<file path="config.mk">
export PLATFORM = sky130hd
export DESIGN_NAME = uart_alu_bridge
export DESIGN_NICKNAME = d
export VERILOG_FILES = /design/src/rtl/uart_alu_bridge.sv
export SDC_FILE = /design/constraint.sdc
export NUM_CORES = 1
export LEC_CHECK = 0
export ABC_AREA = 1
export BUFFER_PORTS_ARGS = -buffer_cell sky130_fd_sc_hd__buf_2
export CORE_ASPECT_RATIO = 0.75
export CORE_MARGIN = 5
export CORE_UTILIZATION = 25
export DETAILED_ROUTE_END_ITERATION = 8
export GPL_ROUTABILITY_DRIVEN = 0
export GPL_TIMING_DRIVEN = 0
export PLACE_DENSITY_LB_ADDON = 0.1
export SKIP_CTS_REPAIR_TIMING = 1
export SYNTH_ARGS = -nofsm -noshare
export SYNTH_HDL_FRONTEND = slang
export SYNTH_SLANG_ARGS = --single-unit
</file>
<file path="constraint.sdc">
create_clock -name i_clk -period 1.6 [get_ports i_clk]
set_input_delay 0.08 -clock i_clk [delete_from_list [all_inputs] [get_ports i_clk]]
set_output_delay 0.08 -clock i_clk [all_outputs]
set_load 0.03 [all_outputs]
</file>
<file path="src/rtl/uart_alu_bridge.sv">
// uart_alu_bridge: assembles A, B and opcode from RX bytes, drives the ALU, streams the result to TX
// Ports:
//   i_clk, i_reset        clock, synchronous active-high reset
//   i_rx_empty, i_r_data  RX FIFO status and head byte (first-word fall-through)
//   o_rd_uart             RX pop strobe (combinational)
//   i_tx_full, o_wr_uart  TX FIFO full flag and push strobe (combinational)
//   o_w_data              TX byte (registered)
//   o_a, o_b, o_op        ALU operands and opcode (registered, loaded together)
//   i_w                   ALU result
//   o_busy                frame in progress
//   o_done, o_frame_err   one-cycle completion and timeout-abort pulses
module uart_alu_bridge #(
   parameter int DATA_W      = 16,
   parameter int OP_W        = 6,
   parameter int ALU_LAT     = 1,
   parameter int TIMEOUT_CYC = 100000
) (
   input  logic                     i_clk,
   input  logic                     i_reset,
   input  logic                     i_rx_empty,
   input  logic [7:0]               i_r_data,
   output logic                     o_rd_uart,
   input  logic                     i_tx_full,
   output logic                     o_wr_uart,
   output logic [7:0]               o_w_data,
   output logic signed [DATA_W-1:0] o_a,
   output logic signed [DATA_W-1:0] o_b,
   output logic [OP_W-1:0]          o_op,
   input  logic signed [DATA_W-1:0] i_w,
   output logic                     o_busy,
   output logic                     o_done,
   output logic                     o_frame_err
);
   localparam int NB = DATA_W / 8;
   localparam int CW = NB > 1 ? $clog2(NB) : 1;
   localparam int LW = ALU_LAT > 1 ? $clog2(ALU_LAT) : 1;
   localparam int TW = TIMEOUT_CYC > 0 ? $clog2(TIMEOUT_CYC + 1) : 1;
   localparam logic [CW-1:0] CNT_LAST = CW'(NB - 1);
   localparam logic [LW-1:0] LAT_LAST = LW'(ALU_LAT - 1);
   localparam logic [TW-1:0] TO_LAST  = TW'(TIMEOUT_CYC > 0 ? TIMEOUT_CYC - 1 : 0);

   typedef enum logic [2:0] {GET_A, GET_B, GET_OP, EXEC, SEND} state_t;

   state_t                     r_state, w_next;
   logic [CW-1:0]              r_cnt, w_cnt_next;
   logic [LW-1:0]              r_lat;
   logic [TW-1:0]              r_to;
   logic [DATA_W-1:0]          r_sa, r_sb, r_tx;
   logic signed [DATA_W-1:0]   r_a, r_b;
   logic [OP_W-1:0]            r_op;
   logic [7:0]                 r_w_data;
   logic                       r_done, r_frame_err;
   logic                       w_intake, w_acc, w_push, w_to_act, w_expire, w_cnt_last, w_lat_last;

   always_comb begin
      w_intake   = (r_state == GET_A) | (r_state == GET_B) | (r_state == GET_OP);
      w_acc      = ~i_reset & w_intake & ~i_rx_empty;
      w_push     = ~i_reset & (r_state == SEND) & ~i_tx_full;
      w_cnt_last = r_cnt == CNT_LAST;
      w_lat_last = r_lat == LAT_LAST;
      // idle GET_A with no partial operand is not inside a frame, so it never times out
      w_to_act   = (TIMEOUT_CYC != 0) & ((r_state == GET_B) | (r_state == GET_OP) |
                   ((r_state == GET_A) & (r_cnt != '0)));
      // a byte arriving on the expiry cycle wins over the abort
      w_expire   = w_to_act & ~w_acc & (r_to == TO_LAST);
      w_next     = r_state;
      w_cnt_next = r_cnt;
      case (r_state)
         GET_A: begin
            if (w_expire) w_cnt_next = '0;
            else if (w_acc) begin
               w_cnt_next = w_cnt_last ? '0 : r_cnt + 1'b1;
               w_next     = w_cnt_last ? GET_B : GET_A;
            end
         end
         GET_B: begin
            if (w_expire) begin
               w_next     = GET_A;
               w_cnt_next = '0;
            end else if (w_acc) begin
               w_cnt_next = w_cnt_last ? '0 : r_cnt + 1'b1;
               w_next     = w_cnt_last ? GET_OP : GET_B;
            end
         end
         GET_OP: w_next = w_expire ? GET_A : (w_acc ? EXEC : GET_OP);
         EXEC:   w_next = w_lat_last ? SEND : EXEC;
         SEND: begin
            if (w_push) begin
               w_cnt_next = w_cnt_last ? '0 : r_cnt + 1'b1;
               w_next     = w_cnt_last ? GET_A : SEND;
            end
         end
         default: w_next = GET_A;
      endcase
   end

   always_ff @(posedge i_clk) begin
      if (i_reset) begin
         r_state     <= GET_A;
         r_cnt       <= '0;
         r_lat       <= '0;
         r_to        <= '0;
         r_sa        <= '0;
         r_sb        <= '0;
         r_tx        <= '0;
         r_a         <= '0;
         r_b         <= '0;
         r_op        <= '0;
         r_w_data    <= '0;
         r_done      <= 1'b0;
         r_frame_err <= 1'b0;
      end else begin
         r_state     <= w_next;
         r_cnt       <= w_cnt_next;
         r_lat       <= (r_state == EXEC && !w_lat_last) ? r_lat + 1'b1 : '0;
         r_to        <= (w_to_act && !w_acc && !w_expire) ? r_to + 1'b1 : '0;
         r_done      <= w_push & w_cnt_last;
         r_frame_err <= w_expire;
         for (int i = 0; i < NB; i++) begin
            if (r_state == GET_A && w_acc && r_cnt == CW'(i)) r_sa[i*8 +: 8] <= i_r_data;
            if (r_state == GET_B && w_acc && r_cnt == CW'(i)) r_sb[i*8 +: 8] <= i_r_data;
         end
         // operands and opcode change on one edge so the ALU never sees a mixed set
         if (r_state == GET_OP && w_acc) begin
            r_a  <= r_sa;
            r_b  <= r_sb;
            r_op <= i_r_data[OP_W-1:0];
         end
         if (r_state == EXEC && w_lat_last) begin
            r_tx     <= i_w;
            r_w_data <= i_w[7:0];
         end
         if (w_push) begin
            r_tx     <= r_tx >> 8;
            r_w_data <= 8'(r_tx >> 8);
         end
      end
   end

   assign o_rd_uart   = w_acc;
   assign o_wr_uart   = w_push;
   assign o_w_data    = r_w_data;
   assign o_a         = r_a;
   assign o_b         = r_b;
   assign o_op        = r_op;
   assign o_done      = r_done;
   assign o_frame_err = r_frame_err;
   assign o_busy      = ~i_reset & ((r_state != GET_A) | (r_cnt != '0));
endmodule

</file>
== Word level (Yosys, flattened, before mapping) ==
Cells that the tools add are included.
Storage, ports and cells
  flip-flop bits (word level): 110
  logic and storage cells: 92
Operators by class
  $add $sub $neg: 3
  eq/ne operators: 10
  mux-type cells: 19
  bitwise operators: 22
  reduce and logical (&&, ||, !) cells: 23
Operator list (count)
  $mux W3: 7
  $add A17 B1 Y17 const B: 1
  $eq A17 B17 Y1 const B: 1
  $mux W8: 2
  $pmux W3 S5: 1
  $logic_and A1 B1 Y1: 11
  $and A1 B1 Y1: 9
  $not A1 Y1: 8
  $reduce_or A2 Y1: 4
  $eq A3 B2 Y1 const B: 2
  $mux W1: 6
  $ne A2 B2 Y1 const B: 3
  $or A1 B1 Y1: 5
  $mux W2: 2
  $reduce_and A4 Y1: 1
  $reduce_bool A2 Y1: 2
  $eq A3 B1 Y1 const B: 1
  $eq A3 B3 Y1 const B: 1
  $logic_not A3 Y1: 1
  $ne A3 B1 Y1 const B: 1
  $ne A3 B3 Y1 const B: 1
  $reduce_and A3 Y1: 1
  $reduce_bool A3 Y1: 1
  $add A1 B1 Y1 const B: 2
  2 further kinds: 3

== Depth between registers and ports, before layout ==
  word-level depth: 12
  depth in mapped cells: 11
  gate-level depth less buffers: 11

== Worst setup path before layout ==
OpenSTA, ideal clock, no wires.
  kind: flip-flop to flip-flop
  from: reg r_to[0]
  to: reg r_to[16]
  setup time: 0.112 ns
  data arrival time: 1.369 ns
  data required time: 1.488 ns
  path slack: 0.119 ns
  stages on the path, launching flop included: 11
  path buffers: 0
  path through: dfxtp_1 -> ha_1 -> nand2_1 -> nor2_2 -> nand2_2 -> nor2_4 -> nand3_2 -> nor3_2 -> nand3_1 -> nand2_1 -> nor2_1
Between the ends
  cells in the longest elaborated chain, start to end: 6
  elaborated cells between the ends (all ways): 7
  classes of those cells: add/sub: 1; eq/ne: 1; bitwise: 2; reduce/logical: 3
RTL lines
  start: declaration: line 47  | logic [TW-1:0] r_to;
  start signal: assignment: line 116  | r_to <= (w_to_act && !w_acc && !w_expire) ? r_to + 1'b1 : '0;
  parallel branches: the longest is 6 deep, another holds $add A17 B1 Y17
Parallel ways; which one is timed is not known.
A chain may end at the register's enable or synchronous reset.

== Worst setup path in the final report ==
  from: reg r_state[2]
  to: out o_wr_uart
Between the ends
  cells in the longest elaborated chain, start to end: 3
RTL lines
  start: declaration: line 44  | state_t r_state, w_next;
  start signal: assignment: line 113  | r_state <= w_next;
  $eq A3 B3 Y1: line 58  | w_push = ~i_reset & (r_state == SEND) & ~i_tx_full;
  $and A1 B1 Y1 (2 in series): line 58
  end: declaration: line 24  | output logic o_wr_uart,
Every way passes these cells.

==> results.sh <==
export IMPL_drive_above_1_share_pct=27.6
export IMPL_area_growth_pct=33.2
export IMPL_cp_slowest_stage_delay_ns=0.38
export IMPL_setup_tns_ns=-0.0102
export IMPL_yosys_warnings=0
export IMPL_peakVddDrop_mv=0.475
export IMPL_p_seq_share_pct=51.7
export IMPL_dr_total_vias=3974
export IMPL_maxSlewHeadroom_pct=59.3
export IMPL_synth_edf_count=0
export IMPL_skew_ns=0.00875
export IMPL_n_antenna_cell=0
export IMPL_status="finished with violations"
export IMPL_maxCapViolCount=0
export IMPL_power_density_nw_per_um2=929
export IMPL_setup_slack_ns=-0.0102
export IMPL_rsz0062_at_grt="yes"
export IMPL_synth_flop_cell="dfxtp_1"
export IMPL_synth_top_family_by_area="simple AND/OR/NAND/NOR gates"
export IMPL_synthArstFlopShare_pct=0
export IMPL_cp_max_fo=10
export IMPL_clk_latency_ns=0.35
export IMPL_cts_buffer_depth=2
export IMPL_core_um2=16900
export IMPL_slowest_stage="dfxtp_4"
export IMPL_failed_checks="hold timing, setup timing"
export IMPL_max_freq_mhz=621
export IMPL_grt_usage_pct=12.5
export IMPL_crit_chain="inv_2, nor3_4, nand3_2, buf_4, inv_4, buf_6"
export IMPL_worstHoldPathType="primary input to register"
export IMPL_swShare_pct=23.0
export IMPL_fp_dieArea_um2=20100
export IMPL_p_int_w=0.00413
export IMPL_grt_max_degree=19
export IMPL_finalSetupViolCount=1
export IMPL_pwr_share_clk_pct=43.8
export IMPL_portBuffers=78
export IMPL_worst_pin_slew_ns=0.611
export IMPL_clock_root_buffer="clkbuf_16"
export IMPL_clock_sinks=110
export IMPL_cts_buffers=9
export IMPL_rows=41
export IMPL_critPathKind="register to output port"
export IMPL_cts_tree="done"
export IMPL_initial_utilization_pct=25.6
export IMPL_grt_ovfl_total=0
export IMPL_synthAdderAreaFrac_pct=0.289
export IMPL_critical_path_top_delay_family="buffers and inverters"
export IMPL_num_io_pins=79
export IMPL_power_frac_comb_pct=4.5
export IMPL_synthSimpleGateAreaFrac_pct=29.2
export IMPL_worstPathArrival_ns=1.53
export IMPL_die_h_um=124
export IMPL_avgSynthCellArea_um2=7.59
export IMPL_power_switching_w=0.00123
export IMPL_end_kind="output port"
export IMPL_synthXorXnorAreaFrac_pct=1.01
export IMPL_grt_pass1_wl_um=19700
export IMPL_drcViolationCount=0
export IMPL_synth_mux_area_share_pct=0
export IMPL_dpl_instance_area_um2=4990
export IMPL_antenna_found_initial=0
export IMPL_drv_slew=0
export IMPL_ys_seq_area_share_pct=50.8
export IMPL_grt_pass1_vias=3753
export IMPL_syn_area_um2=4330
export IMPL_clk_pin_slew_ns=0.07
export IMPL_period_minus_slack_ns=1.61
export IMPL_finalCritPeriodShare_pct=101
export IMPL_htreeDepth=3
export IMPL_ys_types=35
export IMPL_first_pass_iters=4
export IMPL_synth_compound_area_share_pct=13.0
export IMPL_fin_area_um2=5770
export IMPL_hold_worst_slack_ns=-0.000634
export IMPL_detail_route_wl_per_cell_um=13.7
export IMPL_cp_data_required_time_ns=1.52
export IMPL_first_iter_violations=261
export IMPL_synth_seq_cells=110
export IMPL_crit_path_start_kind="register"
export IMPL_synthesis_instances=571
export IMPL_nNetsFinal=720
export IMPL_viasPerCell=4.36
export IMPL_wirelength_um=12500
export IMPL_chipWidth_um=162
export IMPL_dp_hpwl_um=8780
export IMPL_hold_viol=1
export IMPL_antenna_left=0
export IMPL_syn_num_nets=600
export IMPL_crit_buf_inv=4
export IMPL_leakage_nw=2.41
==> cell usage after synthesis, types with 2 or more instances <==
| cell | n | area share [%] |
|---|---|---|
| nand4_1 | 7 | 1.0 |
| buf_2 | 5 | 0.58 |
| inv_1 | 27 | 2.3 |
| buf_4 | 4 | 0.69 |
| nand3_2 | 3 | 0.69 |
| xor2_1 | 3 | 0.61 |
| xnor2_1 | 2 | 0.40 |
| nor3_2 | 2 | 0.46 |
| nor2_2 | 8 | 1.2 |
| or2_2 | 3 | 0.43 |
| nor2_4 | 2 | 0.52 |
| nor3_1 | 3 | 0.35 |
| inv_2 | 9 | 0.78 |
| o21ai_0 | 67 | 7.7 |
| a31oi_1 | 4 | 0.58 |
| nor3b_1 | 2 | 0.35 |
| nor2_1 | 92 | 8.0 |
| clkbuf_1 | 11 | 0.95 |
| dfxtp_1 | 110 | 51 |
| nor3_4 | 2 | 0.75 |
| a21oi_1 | 22 | 2.5 |
| nand2_1 | 150 | 13 |
| nand3_1 | 9 | 1.0 |
| o21ai_1 | 13 | 1.5 |
==> state kept, by name, summed over array words and instances (netlist names) <==
name,flops
o_done,1
r_lat,1
r_sa,16
r_sb,16
o_frame_err,1
o_w_data,8
o_a,16
r_cnt,1
o_b,16
o_op,6
r_to,17
r_tx,8
r_state,3
==> final cells by class <==
class	instances	area, um2
well taps	215	269
multi-input cells	404	2020
clock inverters	5	66.3
plain buffers	21	121
clock buffers	11	243
fillers	1826	11200
repair buffers	109	686
flip-flops and latches	110	2220
inverters	36	140
==> cell families after synthesis <==
family,Yosys count
compound gates,109
other cells,1
buf+inv,57
fa+ha+maj,1
xor+xnor,5
simple gates,288
flops,110
==> per-layer routing <==
metal	global-route usage [%]	wire [um]
met5	0	0
met4	3.96	68
met3	3.08	400
met1	17.9	6640
met2	18.6	5370
==> power groups by stage <==
stage / logic (W) / clock network, W / registers (W)
3_3_place_gp: 0.000197 / 0 / 0.00284
2_1_floorplan: 0.000101 / 0 / 0.00284
5_1_grt: 0.000271 / 0.00255 / 0.00277
3_5_place_dp: 0.000199 / 0 / 0.00284
6_report: 0.000242 / 0.00235 / 0.00277
4_1_cts: 0.000200 / 0.00246 / 0.00277
==> metrics by stage <==
step                      utilization (%)  setup slack (ns)  cells  total power [W]
after detailed placement             29.5            -0.140    864          0.00304
after floorplan                         -             0.119    571          0.00294
after global routing                 34.1            -0.124    911          0.00560
final                                34.1           -0.0102    911          0.00536
after global placement               29.5            -0.108    864          0.00304
after CTS                            31.3            -0.276    880          0.00543
==> cells in the final DEF, fill, tap and decap left out, drive strengths merged <==
cell type	instances
a31oi	4
buf	109
or2	4
clkinv	1
o21bai	1
clkbuf	24
xor2	3
conb	1
nor3	7
inv	38
xnor2	2
bufinv	1
nand3	13
dfxtp	110
nor2	102
o21ai	80
dlygate4sd3	8
nand4	7
a211oi	1
nor3b	3
ha	1
clkinvlp	1
nand3b	1
a21oi	23
nand2	151
==> worst register-to-register path: stages, from the launching register on <==
cell,delay (ns)
dfxtp_4,0.37
ha_4,0.15
nand2_4,0.05
nor2_4,0.15
nand2_2,0.09
nor2_4,0.15
nand3_4,0.11
nor3_4,0.22
nand3_1,0.10
nand2_1,0.07
nor2_1,0.03
==> worst paths after layout <==
path | from | end | slack (ns) | depth (start not counted)
min | i_w[6] | o_w_data[6] | -0.0006 | 3
min reg2reg | r_to[0] | r_to[0] | 0.45 | 1
max reg2reg | r_to[0] | r_to[16] | 0.01 | 10
max | r_state[2] | o_wr_uart | -0.01 | 6
Power figures use the tool's default switching activity.
